### src/rtl/pmu_pkg.sv
// -----------------------------------------------------------------------------
// pmu_pkg
// Shared types and constants for the PMU counter-bank arbiter.
//   state_e       : arbiter FSM states
//   op_e          : latched operation of the granted requester
//   PMU_ADDR_W    : default counter address width
//   PMU_DATA_W    : default counter data width
//   PMU_ERR_RDATA : read data returned when a bank access times out
// -----------------------------------------------------------------------------
package pmu_pkg;

  typedef enum logic [1:0] {
    IDLE,
    ISSUE,
    RESP,
    DRAIN
  } state_e;

  typedef enum logic {
    OP_RD,
    OP_WR
  } op_e;

  localparam int PMU_ADDR_W = 8;
  localparam int PMU_DATA_W = 64;

  localparam logic [PMU_DATA_W-1:0] PMU_ERR_RDATA = '0;

endpackage : pmu_pkg

### src/rtl/rr_arbiter.sv
// -----------------------------------------------------------------------------
// rr_arbiter
// Combinational round-robin pick: returns the first set request at or after
// the pointer, wrapping around.
//   req_i   : request vector, one bit per requester
//   ptr_i   : index with highest priority this round
//   gnt_o   : one-hot grant (all zero when no request)
//   idx_o   : index of the granted requester
//   valid_o : at least one request is set
// -----------------------------------------------------------------------------
module rr_arbiter #(
  parameter int N_REQ = 3,
  parameter int IDX_W = $clog2(N_REQ)
) (
  input  logic [N_REQ-1:0] req_i,
  input  logic [IDX_W-1:0] ptr_i,
  output logic [N_REQ-1:0] gnt_o,
  output logic [IDX_W-1:0] idx_o,
  output logic             valid_o
);

  assign valid_o = |req_i;

  always_comb begin
    // NOTE: every output of a combinational block gets a default first, so
    // no path leaves it unassigned and no latch is inferred.
    int  cand;
    logic found;
    gnt_o = '0;
    idx_o = '0;
    cand  = 0;
    found = 1'b0;
    for (int k = 0; k < N_REQ; k++) begin
      cand = (int'(ptr_i) + k) % N_REQ;
      if (!found && req_i[cand]) begin
        found       = 1'b1;
        gnt_o[cand] = 1'b1;
        idx_o       = IDX_W'(cand);
      end
    end
  end

endmodule : rr_arbiter

### src/rtl/pmu_bank_arbiter.sv
// -----------------------------------------------------------------------------
// pmu_bank_arbiter
// Shares the single PMU counter-bank port between N_REQ requesters, round
// robin, one transaction in flight. A watchdog completes stalled accesses
// with req_err so no requester hangs.
//   S_AXI_ACLK / S_AXI_ARESETN : clock, async active-low reset
//   req_rd_en / req_wr_en      : per-requester level requests
//   req_addr / req_wdata       : per-requester address / write data slices
//   req_rd_valid / req_wr_valid: one-hot, one-cycle completion pulses
//   req_rdata / req_err        : read data and timeout flag with the pulse
//   counter_*                  : bank read/write port (level enable/valid)
//   busy                       : FSM not in IDLE
// -----------------------------------------------------------------------------
module pmu_bank_arbiter
  import pmu_pkg::*;
#(
  parameter int N_REQ   = 3,
  parameter int ADDR_W  = PMU_ADDR_W,
  parameter int DATA_W  = PMU_DATA_W,
  parameter int TIMEOUT = 255
) (
  input  logic                    S_AXI_ACLK,
  input  logic                    S_AXI_ARESETN,
  input  logic [N_REQ-1:0]        req_rd_en,
  input  logic [N_REQ-1:0]        req_wr_en,
  input  logic [N_REQ*ADDR_W-1:0] req_addr,
  input  logic [N_REQ*DATA_W-1:0] req_wdata,
  output logic [N_REQ-1:0]        req_rd_valid,
  output logic [N_REQ-1:0]        req_wr_valid,
  output logic [DATA_W-1:0]       req_rdata,
  output logic                    req_err,
  output logic                    counter_read_enable,
  input  logic                    counter_read_valid,
  output logic [ADDR_W-1:0]       counter_read_address,
  input  logic [DATA_W-1:0]       counter_read_data,
  output logic                    counter_write_enable,
  input  logic                    counter_write_valid,
  output logic [ADDR_W-1:0]       counter_write_address,
  output logic [DATA_W-1:0]       counter_write_data,
  output logic                    busy
);

  localparam int IDX_W = $clog2(N_REQ);
  localparam int WD_W  = $clog2(TIMEOUT + 1);
  localparam logic [WD_W-1:0] WD_MAX  = WD_W'(TIMEOUT);
  localparam logic [WD_W-1:0] WD_LAST = WD_W'(TIMEOUT - 1);

  state_e              state_q, state_d;
  op_e                 op_q, op_d;
  logic [IDX_W-1:0]    ptr_q, ptr_d;
  logic [IDX_W-1:0]    gidx_q, gidx_d;
  logic [ADDR_W-1:0]   addr_q, addr_d;
  logic [DATA_W-1:0]   wdata_q, wdata_d;
  logic [DATA_W-1:0]   rdata_q, rdata_d;
  logic                err_q, err_d;
  logic                en_q, en_d;
  logic [WD_W-1:0]     wd_q, wd_d;

  logic [N_REQ-1:0]    req_vec;
  logic [N_REQ-1:0]    pick_gnt;
  logic [IDX_W-1:0]    pick_idx;
  logic                pick_valid;
  logic                bank_valid;
  logic                wd_hit;
  logic [WD_W-1:0]     wd_inc;

  assign req_vec = req_rd_en | req_wr_en;

  rr_arbiter #(
    .N_REQ (N_REQ),
    .IDX_W (IDX_W)
  ) u_rr (
    .req_i   (req_vec),
    .ptr_i   (ptr_q),
    .gnt_o   (pick_gnt),
    .idx_o   (pick_idx),
    .valid_o (pick_valid)
  );

  // The bank valid that belongs to the latched operation; the other one is
  // never looked at, even if the bank raises it.
  assign bank_valid = (op_q == OP_WR) ? counter_write_valid : counter_read_valid;
  assign wd_hit     = (wd_q >= WD_LAST);
  assign wd_inc     = (wd_q == WD_MAX) ? wd_q : wd_q + 1'b1;

  always_comb begin
    state_d = state_q;
    op_d    = op_q;
    ptr_d   = ptr_q;
    gidx_d  = gidx_q;
    addr_d  = addr_q;
    wdata_d = wdata_q;
    rdata_d = rdata_q;
    err_d   = err_q;
    en_d    = en_q;
    wd_d    = wd_q;
    unique case (state_q)
      IDLE: begin
        if (pick_valid) begin
          gidx_d  = pick_idx;
          // Write wins when a requester asks for both.
          op_d    = (|(req_wr_en & pick_gnt)) ? OP_WR : OP_RD;
          addr_d  = req_addr[int'(pick_idx)*ADDR_W +: ADDR_W];
          wdata_d = req_wdata[int'(pick_idx)*DATA_W +: DATA_W];
          ptr_d   = (pick_idx == IDX_W'(N_REQ - 1)) ? '0 : pick_idx + 1'b1;
          err_d   = 1'b0;
          wd_d    = '0;
          state_d = ISSUE;
        end
      end
      ISSUE: begin
        // Enable rises one cycle into ISSUE; the watchdog only runs while
        // the enable is visible to the bank.
        if (!en_q) begin
          en_d = 1'b1;
        end else if (bank_valid) begin
          en_d    = 1'b0;
          if (op_q == OP_RD) rdata_d = counter_read_data;
          state_d = RESP;
        end else if (wd_hit) begin
          en_d    = 1'b0;
          err_d   = 1'b1;
          rdata_d = DATA_W'(PMU_ERR_RDATA);
          state_d = RESP;
        end else begin
          wd_d = wd_inc;
        end
      end
      RESP: begin
        wd_d    = '0;
        state_d = DRAIN;
      end
      DRAIN: begin
        // The bank valid is level and may lag; a new grant before it drops
        // would let the stale valid complete the next access.
        if (!bank_valid || wd_hit) begin
          err_d   = 1'b0;
          state_d = IDLE;
        end else begin
          wd_d = wd_inc;
        end
      end
      default: state_d = IDLE;
    endcase
  end

  // NOTE: state registers use non-blocking assignments so every flop samples
  // the pre-edge value of the others, independent of statement order.
  always_ff @(posedge S_AXI_ACLK or negedge S_AXI_ARESETN) begin
    if (!S_AXI_ARESETN) begin
      state_q <= IDLE;
      op_q    <= OP_RD;
      ptr_q   <= '0;
      gidx_q  <= '0;
      addr_q  <= '0;
      wdata_q <= '0;
      rdata_q <= '0;
      err_q   <= 1'b0;
      en_q    <= 1'b0;
      wd_q    <= '0;
    end else begin
      state_q <= state_d;
      op_q    <= op_d;
      ptr_q   <= ptr_d;
      gidx_q  <= gidx_d;
      addr_q  <= addr_d;
      wdata_q <= wdata_d;
      rdata_q <= rdata_d;
      err_q   <= err_d;
      en_q    <= en_d;
      wd_q    <= wd_d;
    end
  end

  always_comb begin
    req_rd_valid = '0;
    req_wr_valid = '0;
    if (state_q == RESP) begin
      if (op_q == OP_RD) req_rd_valid[gidx_q] = 1'b1;
      else               req_wr_valid[gidx_q] = 1'b1;
    end
  end

  assign req_rdata             = rdata_q;
  assign req_err               = (state_q == RESP) && err_q;
  assign counter_read_enable   = en_q && (op_q == OP_RD);
  assign counter_write_enable  = en_q && (op_q == OP_WR);
  assign counter_read_address  = addr_q;
  assign counter_write_address = addr_q;
  assign counter_write_data    = wdata_q;
  assign busy                  = (state_q != IDLE);

endmodule : pmu_bank_arbiter

### config.mk
export PLATFORM = sky130hd
export DESIGN_NAME = pmu_bank_arbiter
export DESIGN_NICKNAME = d
export VERILOG_FILES = /design/src/rtl/pmu_pkg.sv /design/src/rtl/rr_arbiter.sv /design/src/rtl/pmu_bank_arbiter.sv
export SDC_FILE = /design/constraint.sdc
export NUM_CORES = 1
export LEC_CHECK = 0
export BUFFER_PORTS_ARGS = -buffer_cell sky130_fd_sc_hd__buf_4
export CORE_MARGIN = 8
export CORE_UTILIZATION = 30
export DETAILED_ROUTE_END_ITERATION = 16
export HOLD_SLACK_MARGIN = 0.05
export PLACE_DENSITY = 0.63
export SYNTH_ARGS = -nofsm -noshare
export SYNTH_HDL_FRONTEND = slang
export SYNTH_SLANG_ARGS = --single-unit
### constraint.sdc
create_clock -name S_AXI_ACLK -period 2.6 [get_ports S_AXI_ACLK]
set_clock_uncertainty 0.15 [all_clocks]
set_input_delay 0.13 -clock S_AXI_ACLK [delete_from_list [all_inputs] [get_ports S_AXI_ACLK]]
set_output_delay 0.13 -clock S_AXI_ACLK [all_outputs]
set_load 0.03 [all_outputs]
## After elaboration in Yosys (flattened, before gate mapping)

Index checks and enable logic that the tools add are counted.

- Flip-flop bits (word level): 153
- Input bits: 290
- Output and inout port bits: 154
- Word-level logic and storage cells: 128

- Add/subtract/negate cells: 4
- Div/mod/pow operators: 3
- Order comparisons: 9
- Eq/ne operators: 14
- Shift-type cells: 2
- Multiplexer cells: 57
- Bitwise logic cells: 5
- Reduce and logical (&&, ||, !) cells: 24

Operator list:

| kind | number |
|---|---|
| two-way mux 64 bit | 3 |
| variable part select 192 x 9 -> 64 bit | 1 |
| greater-or-equal comparator 32 x 1 -> 1 bit, second input constant | 3 |
| less-than comparator 32 x 4 -> 1 bit, second input constant | 3 |
| remainder unit 32 x 3 -> 32 bit, second input constant | 2 |
| two-way mux 8 bit | 6 |
| remainder unit 3 x 3 -> 32 bit, second input constant | 1 |
| one-hot mux 8 bit (4 select lines) | 1 |
| variable part select 24 x 6 -> 8 bit | 1 |
| two-way mux 1 bit | 22 |
| two-way mux 3 bit | 7 |
| two-way mux 2 bit | 9 |
| != test 2 bit, second input constant | 8 |
| logical AND 1 bit | 9 |
| bitwise OR 3 bit | 3 |
| adder 8 x 1 -> 8 bit, second input constant | 1 |
| demux 1 bit (select 2 bit) | 4 |
| == test 8 bit, second input constant | 1 |
| greater-or-equal comparator 8 bit, second input constant | 1 |
| one-hot mux 2 bit (4 select lines) | 1 |
| AND reduction 4 bit | 2 |
| binary-select mux 1 bit (select 2 bit) | 3 |
| == test 2 bit, second input constant | 3 |
| AND reduction 6 bit | 1 |
| other kinds (18) | 22 |

## Depth between registers and ports, before layout

- Depth in word-level cells: 14
- Mapped depth: 10

## By module

A second synthesis with hierarchy kept.

- Cells, all modules: 941
- Area total of the unflattened synthesis: 7,977.7 um^2

By module, submodules not included:

| module | instances | cells each | area each (um^2) | sequential area each (um^2) |
|---|---|---|---|---|
| pmu_bank_arbiter | 1 | 888 | 7,627.3 | 3,828.7 |
| rr_arbiter | 1 | 53 | 350.3 | 0.0 |

## Worst setup path before layout

No wires, ideal clock.

- Path kind: register to register
- Start: register ptr_q[0]
- End: register op_q
- Setup time: 0.126 ns
- Data arrival time: 1.852 ns
- Data required time: 2.324 ns
- Slack: 0.472 ns
- Stages on the path, launching flop included: 8
- Buffers on the path: 1
- Cell sequence: dfrtp_1 > inv_1 > ha_1 > buf_2 > or3b_1 > o211ai_1 > o311ai_1 > o32a_1

- Longest elaborated chain between the ends: 14

RTL lines:

| item | RTL line | text |
|---|---|---|
| start: declaration | pmu_bank_arbiter.sv:50 | `logic [IDX_W-1:0] ptr_q, ptr_d;` |
| start signal: assignment | pmu_bank_arbiter.sv:164 | `ptr_q <= ptr_d;` |
| parallel branches: the longest is 10 deep, another holds remainder unit 32 x 3 -> 32 bit | n/a |  |
| two-way mux 3 bit * | rr_arbiter.sv:35 | `if (!found && req_i[cand]) begin` |
| AND 3 bit * | pmu_bank_arbiter.sv:102 | `op_d = (\|(req_wr_en & pick_gnt)) ? OP_WR : OP_RD;` |
| OR reduction 3 bit * | pmu_bank_arbiter.sv:102 |  |
| two-way mux 1 bit * | pmu_bank_arbiter.sv:102 |  |
| end signal: assignment | pmu_bank_arbiter.sv:163 | `op_q <= op_d;` |
| end: declaration | pmu_bank_arbiter.sv:49 | `op_e op_q, op_d;` |

Every way passes the cells marked *. The select of a mux whose other input is x is not followed.
A chain may end at the register's enable or synchronous reset.

## Worst setup path after layout

- Start: register ptr_q[0]
- End: register wdata_q[37] (netlist: counter_write_data[37])

- Longest elaborated chain between the ends: 12

RTL lines:

| item | RTL line | text |
|---|---|---|
| parallel branches: the longest is 10 deep, another holds remainder unit 32 x 3 -> 32 bit | n/a |  |
| two-way mux 2 bit * | rr_arbiter.sv:35 |  |
| variable part select 192 x 9 -> 64 bit * | pmu_bank_arbiter.sv:104 | `wdata_d = req_wdata[int'(pick_idx)*DATA_W +: DATA_W];` |
| end signal: assignment | pmu_bank_arbiter.sv:167 | `wdata_q <= wdata_d;` |
| end: declaration | pmu_bank_arbiter.sv:53 | `logic [DATA_W-1:0] wdata_q, wdata_d;` |

Marks and branches as above.

==> results.sh <==
export IMPL_status="completed"
export IMPL_final_nets=1935
export IMPL_gr_total_overflow=0
export IMPL_dpl_cell_area_um2=12220
export IMPL_vias=10219
export IMPL_crit_path_start_kind="flop"
export IMPL_io_buffers=443
export IMPL_cts_root_buf="clkbuf_16"
export IMPL_grt_pass1_vias=10870
export IMPL_layout_common_cells="457 x buf_4, 282 x dlygate4sd3_1, 159 x nand2_1, 153 x dfrtp_1, 87 x o21ai_0"
export IMPL_leakagePower_nw=7.276
export IMPL_synth_enable_flop_cells=0
export IMPL_cts_setup_buffers=0
export IMPL_final_common_cell="buf_4"
export IMPL_power_per_cell_area_nw_per_um2=1031
export IMPL_drive_gt1_share_pct=31.98
export IMPL_antenna_left=0
export IMPL_post_route_drc_count=0
export IMPL_layoutNonFillerInstCount=2038
export IMPL_finalSetupTns_ns=0
export IMPL_ir_worst_vdd_uv=537.1
export IMPL_cp_required_ns=2.79
export IMPL_yosys_warnings=0
export IMPL_crit_fanout=16
export IMPL_vias_per_cell=5.014
export IMPL_cts_tree="done"
export IMPL_cts_sinks=153
export IMPL_grt_usage_pct=23.00
export IMPL_fp_dieArea_um2=33760
export IMPL_clk_latency_ns=0.42
export IMPL_routed_wl_mm=40.47
export IMPL_cts_htree_levels=4
export IMPL_hold_viol_final=0
export IMPL_placeableCoreArea_um2=27780
export IMPL_final_cell_area_um2=15670
export IMPL_arrival_ns=2.61
export IMPL_slew_violations=0
export IMPL_antenna_found_initial=4
export IMPL_setup_viol=0
export IMPL_wire_per_inst_um=19.86
export IMPL_place_gp_congestion=0.8829
export IMPL_syn_inst=943
export IMPL_rows=61
export IMPL_numCtsBuffers=17
export IMPL_die_h_um=183.7
export IMPL_path_class="flop to flop"
export IMPL_die_x_um=183.7
export IMPL_ff2ff_path_depth=7
export IMPL_clockBufferDepth=2
export IMPL_seq_area_frac_synth_pct=45.36
export IMPL_drtIter0Drc=629
export IMPL_grt_pass1_wl_mm=61.67
export IMPL_timing_final_crit_share_pct=93.25
export IMPL_worst_slew_margin_rel_pct=60.36
export IMPL_endpoint_kind="flop"
export IMPL_fin_crit_ns=2.425
export IMPL_area_growth_pct=85.64
export IMPL_start_util_pct=30.38
export IMPL_synth_area_um2=8441
export IMPL_synth_seq_cells=153
export IMPL_grt_start_max_net_pins=78
export IMPL_synthArstFlopShare_pct=100.0
export IMPL_hpwlAfterDp_mm=26.98
export IMPL_io_pins=444
export IMPL_syn_nets=1243
export IMPL_place_ws_ns=0.05022
export IMPL_hold_class="primary input to async pin"
export IMPL_cap_viol_max_count=0
export IMPL_placed_cells=1712
export IMPL_drtPass1Iterations=5
export IMPL_setup_slack_ns=0.1754
export IMPL_avgSynthCellArea_um2=8.951
export IMPL_synthDistinctLibCells=55
export IMPL_synth_ff_type="dfrtp_1"
export IMPL_tightest_slew_ns=0.5934
export IMPL_path_clk_slew_ns=0.08
export IMPL_max_freq_mhz=412.4
power breakdown:
part           internal, mW  total, mW  switching (mW)  leakage, nW
clock network          1.36       2.56            1.19        0.288
logic                  3.62       9.49            5.87         5.04
registers              3.40       4.10           0.697         1.94
routing by layer:
| layer | global-route usage (%) | share of wire [%] |
|---|---|---|
| met2 | 38.23 | 48 |
| met4 | 9.616 | 3.4 |
| met3 | 6.838 | 9.0 |
| met5 | 0 | 0 |
| met1 | 27.42 | 40 |
sequential cells by signal, summed over array words and instances, names as in the netlist, 2 cells and up:
signal                flops
counter_write_data       64
state_q                   2
ptr_q                     2
gidx_q                    2
wd_q                      8
req_rdata                64
counter_read_address      8
final timing paths:
check,from,endpoint,slack (ns)
max,ptr_q[0]$_DFFE_PN0P_,counter_write_data[37]$_DFFE_PN0P_,0.18
min,S_AXI_ARESETN,req_rdata[12]$_DFFE_PN0P_,0.07
max reg2reg,ptr_q[0]$_DFFE_PN0P_,counter_write_data[37]$_DFFE_PN0P_,0.18
min reg2reg,counter_write_data[9]$_DFFE_PN0P_,counter_write_data[9]$_DFFE_PN0P_,0.34
max in group asynchronous,S_AXI_ARESETN,counter_write_data[31]$_DFFE_PN0P_,1.51
min in group S_AXI_ACLK,counter_read_valid,req_rdata[45]$_DFFE_PN0P_,0.09
worst max-delay path, stage by stage (launching register included):
cell and delay (ns):
dfrtp_1 0.38, inv_1 0.08, ha_1 0.38, maj3_2 0.37, o21ai_4 0.36, buf_4 0.29
o21ai_1 0.11, o21ai_1 0.20
cells by family (layout without fill, tap and decap cells):
logic type,count (synthesis),after routing,share of synthesized area (%)
other,0,12,0
buffers and inverters,155,860,8.850
muxes,69,69,8.375
DFF,153,153,45.36
adders and majority gates,11,11,1.616
AOI/OAI and AO/OA,273,273,19.64
and+or+nand+nor,282,282,16.16
synthesized netlist by cell type, drive strengths merged, types with 3 or more instances:
cell type,n,share of area (%)
a211oi,74,6.6
a21oi,8,0.47
and3,74,5.5
buf,35,3.5
clkbuf,46,2.0
dfrtp,153,45
ha,10,1.5
inv,74,3.3
mux2,3,0.40
mux2i,66,8.0
nand2,161,7.2
nand2b,4,0.30
nand3,5,0.30
nor2,13,0.58
nor3,5,0.30
o211ai,8,0.71
o21ai,161,9.6
o21bai,4,0.36
or4,4,0.36
timing repair:
action	in CTS	in global routing
hold buffers	282	0
endpoints found under the hold margin	290	0
setup endpoints to repair	0	71
gates resized for setup	0	4
layout make-up:
| cell class | instances | area (um^2) |
|---|---|---|
| clock inverter | 15 | 163.9 |
| multi-input combinational | 635 | 3925 |
| fill | 2343 | 12110 |
| sequential | 153 | 3829 |
| timing repair buffer | 754 | 6545 |
| clock buffer | 17 | 425.4 |
| tap | 378 | 473.0 |
| antenna | 12 | 30.03 |
| inverter | 74 | 277.8 |
per-stage QoR:
stage / power (mW) / util, % / hold slack, ns
after global routing: 17.14 / 56.33 / 0.08927
after floorplan: 9.545 / - / -0.3156
after global placement: 13.00 / 43.97 / -0.02507
after CTS: 16.12 / 56.25 / 0.07135
after detailed placement: 13.15 / 43.97 / -0.02345
final: 16.15 / 56.40 / 0.07311
(Power assumes the default switching activity.)
